--- src/rtl/fifo_stream_reader_pkg.sv ---
// fifo_stream_reader_pkg: shared constants and sizing helpers for the FIFO
// stream reader and its skid buffer.
// No ports; imported by the interface, the skid buffer and the top.
package fifo_stream_reader_pkg;

  // Default word width, shared by the FIFO data port and the output stream.
  localparam int DEF_DATA_WIDTH = 8;

  // Two entries are the least that cover the one-cycle FIFO read latency
  // while a word is also being popped, so the stream never bubbles.
  localparam int MIN_BUF_DEPTH = 2;

  // Default width of the delivered-word counter.
  localparam int DEF_CNT_WIDTH = 16;

  // Occupancy must be able to hold the value DEPTH itself, not only DEPTH-1.
  function automatic int occ_width(input int depth);
    return $clog2(depth + 1);
  endfunction

  // Pointer width for a circular buffer of DEPTH entries. Never narrower
  // than one bit, so that a degenerate depth still elaborates.
  function automatic int ptr_width(input int depth);
    return (depth > 1) ? $clog2(depth) : 1;
  endfunction

endpackage

--- src/rtl/fifo_stream_reader_if.sv ---
// fifo_stream_reader_if: bundles the FIFO read port and the output stream.
// FIFO side: fifo_empty, fifo_data (in to reader), fifo_rd_en (out of reader).
// Stream side: m_valid, m_data (out of reader), m_ready (in to reader).
// The master modport is the reader; the slave modport is its environment.
interface fifo_stream_reader_if
  import fifo_stream_reader_pkg::*;
#(
  parameter int DATA_WIDTH = DEF_DATA_WIDTH
);

  // FIFO registered read port
  logic                  fifo_empty;
  logic [DATA_WIDTH-1:0] fifo_data;
  logic                  fifo_rd_en;

  // Valid/ready output stream
  logic                  m_valid;
  logic [DATA_WIDTH-1:0] m_data;
  logic                  m_ready;

  modport master (
    input  fifo_empty,
    input  fifo_data,
    input  m_ready,
    output fifo_rd_en,
    output m_valid,
    output m_data
  );

  modport slave (
    output fifo_empty,
    output fifo_data,
    output m_ready,
    input  fifo_rd_en,
    input  m_valid,
    input  m_data
  );

endinterface

--- src/rtl/fifo_stream_reader_skid_buf.sv ---
// stream_skid_buf: circular buffer of DEPTH words with occupancy count.
// Ports: clk, rst (async, active high), clear (synchronous empty), push +
// push_data (write at tail), pop (advance head), occ, head_data (word at head).
// Latency: a pushed word is visible at head_data the cycle after the push.
module stream_skid_buf
  import fifo_stream_reader_pkg::*;
#(
  parameter int DATA_WIDTH = DEF_DATA_WIDTH,
  parameter int DEPTH      = MIN_BUF_DEPTH,
  localparam int OCC_W     = occ_width(DEPTH),
  localparam int PTR_W     = ptr_width(DEPTH)
) (
  input  logic                  clk,
  input  logic                  rst,
  input  logic                  clear,
  input  logic                  push,
  input  logic [DATA_WIDTH-1:0] push_data,
  input  logic                  pop,
  output logic [OCC_W-1:0]      occ,
  output logic [DATA_WIDTH-1:0] head_data
);

  logic [DATA_WIDTH-1:0] mem [DEPTH];
  logic [PTR_W-1:0]      head;
  logic [PTR_W-1:0]      tail;

  // Explicit wrap compare so that non-power-of-two depths work.
  function automatic logic [PTR_W-1:0] wrap_inc(input logic [PTR_W-1:0] p);
    if (p == PTR_W'(DEPTH - 1)) begin
      return '0;
    end
    return p + PTR_W'(1);
  endfunction

  // Storage is reset too so that the stream data reads zero out of reset.
  always_ff @(posedge clk or posedge rst) begin
    if (rst) begin
      for (int i = 0; i < DEPTH; i++) begin
        mem[i] <= '0;
      end
    end else if (push && !clear) begin
      mem[tail] <= push_data;
    end
  end

  // Clear wins over push and pop: everything buffered or arriving is dropped.
  always_ff @(posedge clk or posedge rst) begin
    if (rst) begin
      head <= '0;
      tail <= '0;
      occ  <= '0;
    end else if (clear) begin
      head <= '0;
      tail <= '0;
      occ  <= '0;
    end else begin
      if (push) begin
        tail <= wrap_inc(tail);
      end
      if (pop) begin
        head <= wrap_inc(head);
      end
      // Simultaneous push and pop leave the occupancy unchanged.
      case ({push, pop})
        2'b10:   occ <= occ + OCC_W'(1);
        2'b01:   occ <= occ - OCC_W'(1);
        default: occ <= occ;
      endcase
    end
  end

  assign head_data = mem[head];

endmodule

--- src/rtl/fifo_stream_reader.sv ---
// fifo_stream_reader: pops a synchronous FIFO and presents its words on a
// valid/ready stream at one word per cycle, hiding the FIFO's read latency.
// Latency: FIFO non-empty to m_valid is 2 cycles (read cycle, capture cycle).
// Backpressure: m_ready=0 holds m_data; reads stop once buffered + in-flight
// words fill the skid buffer.
// Ports: clk, rst (async, active high), flush (synchronous discard),
// bus (FIFO read port + output stream, master side), words_out (beat count).
module fifo_stream_reader
  import fifo_stream_reader_pkg::*;
#(
  parameter int DATA_WIDTH = DEF_DATA_WIDTH,
  parameter int BUF_DEPTH  = MIN_BUF_DEPTH,
  parameter int CNT_WIDTH  = DEF_CNT_WIDTH
) (
  input  logic                     clk,
  input  logic                     rst,
  input  logic                     flush,
  fifo_stream_reader_if.master     bus,
  output logic [CNT_WIDTH-1:0]     words_out
);

  localparam int OCC_W = occ_width(BUF_DEPTH);
  // One extra bit so occ + inflight never overflows before the compare.
  localparam logic [OCC_W:0] DEPTH_LIMIT = (OCC_W + 1)'(BUF_DEPTH);

  logic [OCC_W-1:0]      occ;
  logic [DATA_WIDTH-1:0] head_data;
  logic                  inflight;
  logic                  pop;
  logic                  beat;
  logic                  capture;
  logic                  rd_en;
  logic [OCC_W:0]        pending;

  // A handshake on the stream; ignored entirely in a flush cycle.
  assign pop  = bus.m_valid && bus.m_ready;
  assign beat = pop && !flush;

  // Entries that will be occupied after this edge if no new read is issued.
  // pop implies occ >= 1, so the subtraction cannot underflow.
  assign pending = {1'b0, occ}
                 + (OCC_W + 1)'(inflight)
                 - (OCC_W + 1)'(pop);

  // Counting the same-cycle pop lets the reader keep one read in flight
  // every cycle at depth 2; this is why m_ready reaches fifo_rd_en
  // combinationally. Gating with rst keeps a reset cycle from consuming a
  // FIFO word that would then be lost.
  assign rd_en = !bus.fifo_empty && !flush && !rst && (pending < DEPTH_LIMIT);
  assign bus.fifo_rd_en = rd_en;

  // The FIFO word appears the cycle after the read; a flush in that cycle
  // drops it on arrival.
  assign capture = inflight && !flush;

  always_ff @(posedge clk or posedge rst) begin
    if (rst) begin
      inflight <= 1'b0;
    end else begin
      // rd_en is already forced low during flush, which clears the flag.
      inflight <= rd_en;
    end
  end

  always_ff @(posedge clk or posedge rst) begin
    if (rst) begin
      words_out <= '0;
    end else if (beat) begin
      words_out <= words_out + CNT_WIDTH'(1);
    end
  end

  stream_skid_buf #(
    .DATA_WIDTH (DATA_WIDTH),
    .DEPTH      (BUF_DEPTH)
  ) u_skid_buf (
    .clk       (clk),
    .rst       (rst),
    .clear     (flush),
    .push      (capture),
    .push_data (bus.fifo_data),
    .pop       (beat),
    .occ       (occ),
    .head_data (head_data)
  );

  // Both stream outputs come straight from registers.
  assign bus.m_valid = (occ != '0);
  assign bus.m_data  = head_data;

endmodule

--- src/flat_wrapper.sv ---
// flat-port wrapper written by rule: the top's interface ports become plain ports
module fifo_stream_reader_flat import fifo_stream_reader_pkg::*;
#(
  parameter int DATA_WIDTH = DEF_DATA_WIDTH,
  parameter int BUF_DEPTH  = MIN_BUF_DEPTH,
  parameter int CNT_WIDTH  = DEF_CNT_WIDTH
)
  (clk, rst, flush, words_out, bus_fifo_empty, bus_fifo_data, bus_m_ready, bus_fifo_rd_en, bus_m_valid, bus_m_data);
  fifo_stream_reader_if #(.DATA_WIDTH(DATA_WIDTH)) bus_i ();
  input  logic clk;
  input  logic rst;
  input  logic flush;
  output logic [CNT_WIDTH-1:0] words_out;
  input wire logic [$bits(bus_i.fifo_empty)-1:0] bus_fifo_empty;
  input wire logic [$bits(bus_i.fifo_data)-1:0] bus_fifo_data;
  input wire logic [$bits(bus_i.m_ready)-1:0] bus_m_ready;
  output wire logic [$bits(bus_i.fifo_rd_en)-1:0] bus_fifo_rd_en;
  output wire logic [$bits(bus_i.m_valid)-1:0] bus_m_valid;
  output wire logic [$bits(bus_i.m_data)-1:0] bus_m_data;
  assign bus_i.fifo_empty = bus_fifo_empty;
  assign bus_i.fifo_data = bus_fifo_data;
  assign bus_i.m_ready = bus_m_ready;
  assign bus_fifo_rd_en = bus_i.fifo_rd_en;
  assign bus_m_valid = bus_i.m_valid;
  assign bus_m_data = bus_i.m_data;
  fifo_stream_reader #(.DATA_WIDTH(DATA_WIDTH), .BUF_DEPTH(BUF_DEPTH), .CNT_WIDTH(CNT_WIDTH)) u_core (.clk(clk), .rst(rst), .flush(flush), .bus(bus_i), .words_out(words_out));
endmodule
--- config.mk ---
export PLATFORM = sky130hd
export DESIGN_NAME = fifo_stream_reader_flat
export DESIGN_NICKNAME = d
export VERILOG_FILES = /design/src/rtl/fifo_stream_reader_pkg.sv /design/src/rtl/fifo_stream_reader_if.sv /design/src/rtl/fifo_stream_reader_skid_buf.sv /design/src/rtl/fifo_stream_reader.sv /design/src/flat_wrapper.sv
export SDC_FILE = /design/constraint.sdc
export NUM_CORES = 1
export LEC_CHECK = 0
export ABC_CLOCK_PERIOD_IN_PS = 2600
export CORE_MARGIN = 1
export CORE_UTILIZATION = 49
export DETAILED_ROUTE_END_ITERATION = 10
export MAX_ROUTING_LAYER = met4
export PLACE_DENSITY = 0.78
export SLEW_MARGIN = 5
export SYNTH_ARGS = -nofsm -noshare
export SYNTH_HDL_FRONTEND = slang
export SYNTH_SLANG_ARGS = --single-unit
export TNS_END_PERCENT = 10
--- constraint.sdc ---
create_clock -name clk -period 2.6 [get_ports clk]
set_clock_uncertainty 0.15 [all_clocks]
set_input_delay 0.52 -clock clk [delete_from_list [all_inputs] [get_ports clk]]
set_output_delay 0.52 -clock clk [all_outputs]
set_load 0.005 [all_outputs]
==> results.json <==
{
  "outcome": "completed",
  "whs_ns": 0.339,
  "gp_congestion": 0.762,
  "die-area_sq_mm": 0.00371,
  "yosys_register_bits": 37,
  "startpoint_type": "flop",
  "synthArstFlopShare_pct": 100,
  "grt_max_degree": 38,
  "r2r_end": "u_core.inflight",
  "yosysTopAreaCell": "dfrtp_1",
  "cp_slowest_cell": "fa_2",
  "clk_path_buf_depth": 2,
  "cts_root_buffer": "clkbuf_4",
  "seq_area_frac_synth_pct": 54.5,
  "wl_um": 3450,
  "synth_compound_area_share_pct": 1.84,
  "synth_top_family_by_area": "multiplexers",
  "synth_top_area_share_pct": 54.5,
  "timing.final.ws_setup_ns": 0.0494,
  "slowest_delay_ns": 0.55,
  "yosys.cell_types.count": 27,
  "grt_usage_pct": 22.2,
  "syn-num-nets": 144,
  "nets": 199,
  "synthToLayoutAreaGrowth_pct": 38.7,
  "cp_max_fo": 3,
  "drt_first_pass_iters": 4,
  "via_per_inst": 5.17,
  "yosys.area_share.xor_xnor_pct": 9.79,
  "p_leak_nw": 1.05,
  "ios": 39,
  "fin_cells": 231,
  "syn_area_sq_mm": 0.00170,
  "dpl_worst_slack_ns": -0.645,
  "finalSetupViolCount": 0,
  "rrSetupSlack_ns": 0.84,
  "yosys_warnings": 0,
  "synth_most_common_cell": "dfrtp_1",
  "syn_area_per_cell_sq_um": 13.2,
  "fin_area_sq_mm": 0.00236,
  "htree_levels": 2,
  "reg2reg_depth": 5,
  "r2r_start": "u_core.inflight",
  "finalCriticalPeriod_ns": 2.55,
  "timing.fmax_mhz": 392,
  "row_count": 21,
  "hold_buffers": 0,
  "final_layout_size_suffix_gt1_share_pct": 32.4,
  "crit_arrival_ns": 1.88,
  "grt_overflow": 0,
  "io_buffers": 38,
  "grt_pass1_vias": 1246,
  "dp_cells": 219,
  "die_w_um": 60.9,
  "start_util_pct": 50.9,
  "cp_num_buf_inv": 1,
  "hp-class": "reg2reg",
  "worstPathCellList": "nor2b_4, o21ai_2, fa_2, and4_1, buf_2",
  "path_clk_slew_ns": 0.11,
  "dpl_cell_area_sq_mm": 0.00219,
  "hold_start": "u_core.words_out[15]",
  "ys.flop_type": "dfrtp_1",
  "antenna_cells": 0,
  "routedWlPerCell_um": 14.9,
  "relSlewSlack_pct": 69.5,
  "path_delay_family": "adder cells",
  "cts_tree": "built",
  "synth-simple-area-share_pct": 13.8,
  "hold_violations": 0,
  "clkSinkCount": 37,
  "critical_path_class": "reg2out",
  "numCtsBuffers": 5,
  "synthTopCellsByCount": "dfrtp_1 (37), mux2_2 (25), xnor2_1 (13)",
  "route.detailed.drc": 0,
  "timing.final.crit_share_pct": 98.1,
  "rsz0062_at_grt": "yes",
  "cp-end-kind": "output port",
  "synth_top_cells_by_area": "dfrtp_1 (54%), mux2_2 (17%), xnor2_1 (6.7%), xor2_1 (3.1%), nor4_4 (2.5%)",
  "dp_hpwl_um": 2420,
  "tns_ns": 0,
  "synth_cells": 129,
  "drv_slew": 0,
  "worstMarginPinSlew_ns": 0.458,
  "ir_drop_uv": 434,
  "antenna_found_initial": 0,
  "synth_edf_count": 0,
  "holdPathStages": 1,
  "ant_nets": 0,
  "synth.area.mux_share_pct": 17.2,
  "p_per_area_mw_per_mm2": 632,
  "coreArea_sq_mm": 0.00334,
  "required_ns": 1.93,
  "cap_violations": 0,
  "hold_end": "u_core.words_out[15]",
  "die_h_um": 60.9,
  "insertion_delay_ns": 0.35,
  "drtIter0Drc": 32,
  "synth_fa_ha_area_share_pct": 1.91,
  "vias": 1194,
  "grt_pass1_wl_um": 5520
}
-- sequential cells by signal, indices dropped and copies added, names as in the netlist --
name                    flops
u_core.inflight             1
u_core.words_out           16
u_core.u_skid_buf.occ       2
u_core.u_skid_buf.tail      1
u_core.u_skid_buf.mem      16
u_core.u_skid_buf.head      1
-- worst reg2reg max path: stages, from the launching register on --
cell	delay, ns
dfrtp_1	0.43
nor2b_4	0.14
o21ai_2	0.16
fa_2	0.44
and4_1	0.22
buf_4	0.13
-- per-stage QoR --
step	total power [mW]	util, %
after floorplan	0.835	-
after global placement	0.984	65.7
after detailed placement	1.01	65.7
after CTS	1.50	70.2
after global routing	1.57	70.6
final	1.49	70.6
-- worst max path at each step --
stage                     cells past startpoint                      from             end
after floorplan                               2                       rst  bus_fifo_rd_en
after global placement                        8               bus_m_ready  bus_fifo_rd_en
after detailed placement                      7               bus_m_ready  bus_fifo_rd_en
after CTS                                     5  u_core.u_skid_buf.occ[1]  bus_fifo_rd_en
after global routing                          5  u_core.u_skid_buf.occ[0]  bus_fifo_rd_en
final                                         5           u_core.inflight  bus_fifo_rd_en
-- metal layers --
layer / wire length (um) / share of wire [%] / GRT usage (%)
met5: 0 / 0 / -
met4: 73 / 2.1 / 12.7
met3: 134 / 3.9 / 4.69
met2: 1760 / 51 / 37.7
met1: 1480 / 43 / 23.8
-- cells by family after synthesis --
logic type               count (synthesis)
multiplexers                            26
buffers and inverters                    4
AO/OA/AOI/OAI                            4
adder cells (fa/ha/maj)                  2
flip-flops                              37
AND/OR/NAND/NOR                         37
XOR/XNOR                                19
-- layout by cell type (no fill, tap or decap), drive strengths merged, types with 2 or more instances in the layout --
cell type	synthesis	routed
xnor2	13	13
nand2	6	6
nand4	4	4
mux2	25	25
nor4	3	3
dfrtp	37	37
nor3	2	2
nor2b	2	2
xor2	6	6
nand3	6	6
o21ai	3	3
nor2	6	6
clkdlybuf4s50	0	36
clkbuf	1	5
bufinv	0	2
and4	2	2
and3	2	2
buf	2	14
-- power breakdown --
part	total, mW	switching (mW)	internal, mW	leakage, nW
combinational	0.300	0.0972	0.203	0.498
clock	0.491	0.193	0.298	0.0552
sequential	0.699	0.0508	0.648	0.492
total	1.49	0.341	1.15	1.05
-- repair_timing --
action,4_1_cts,5_1_grt
pin swaps,5,4
setup buffers,4,0
resized for setup,16,2
endpoints found under the setup margin,1,1
-- cell type report --
cell class / instances / area [sq um]
Tap cell: 46 / 57.6
Sequential cell: 37 / 927
Multi-Input combinational cell: 88 / 787
Inverter: 1 / 3.75
Timing Repair Buffer: 51 / 478
Fill cell: 257 / 981
Clock buffer: 5 / 37.5
Clock inverter: 3 / 65.1
Power figures use the tool's default switching activity.
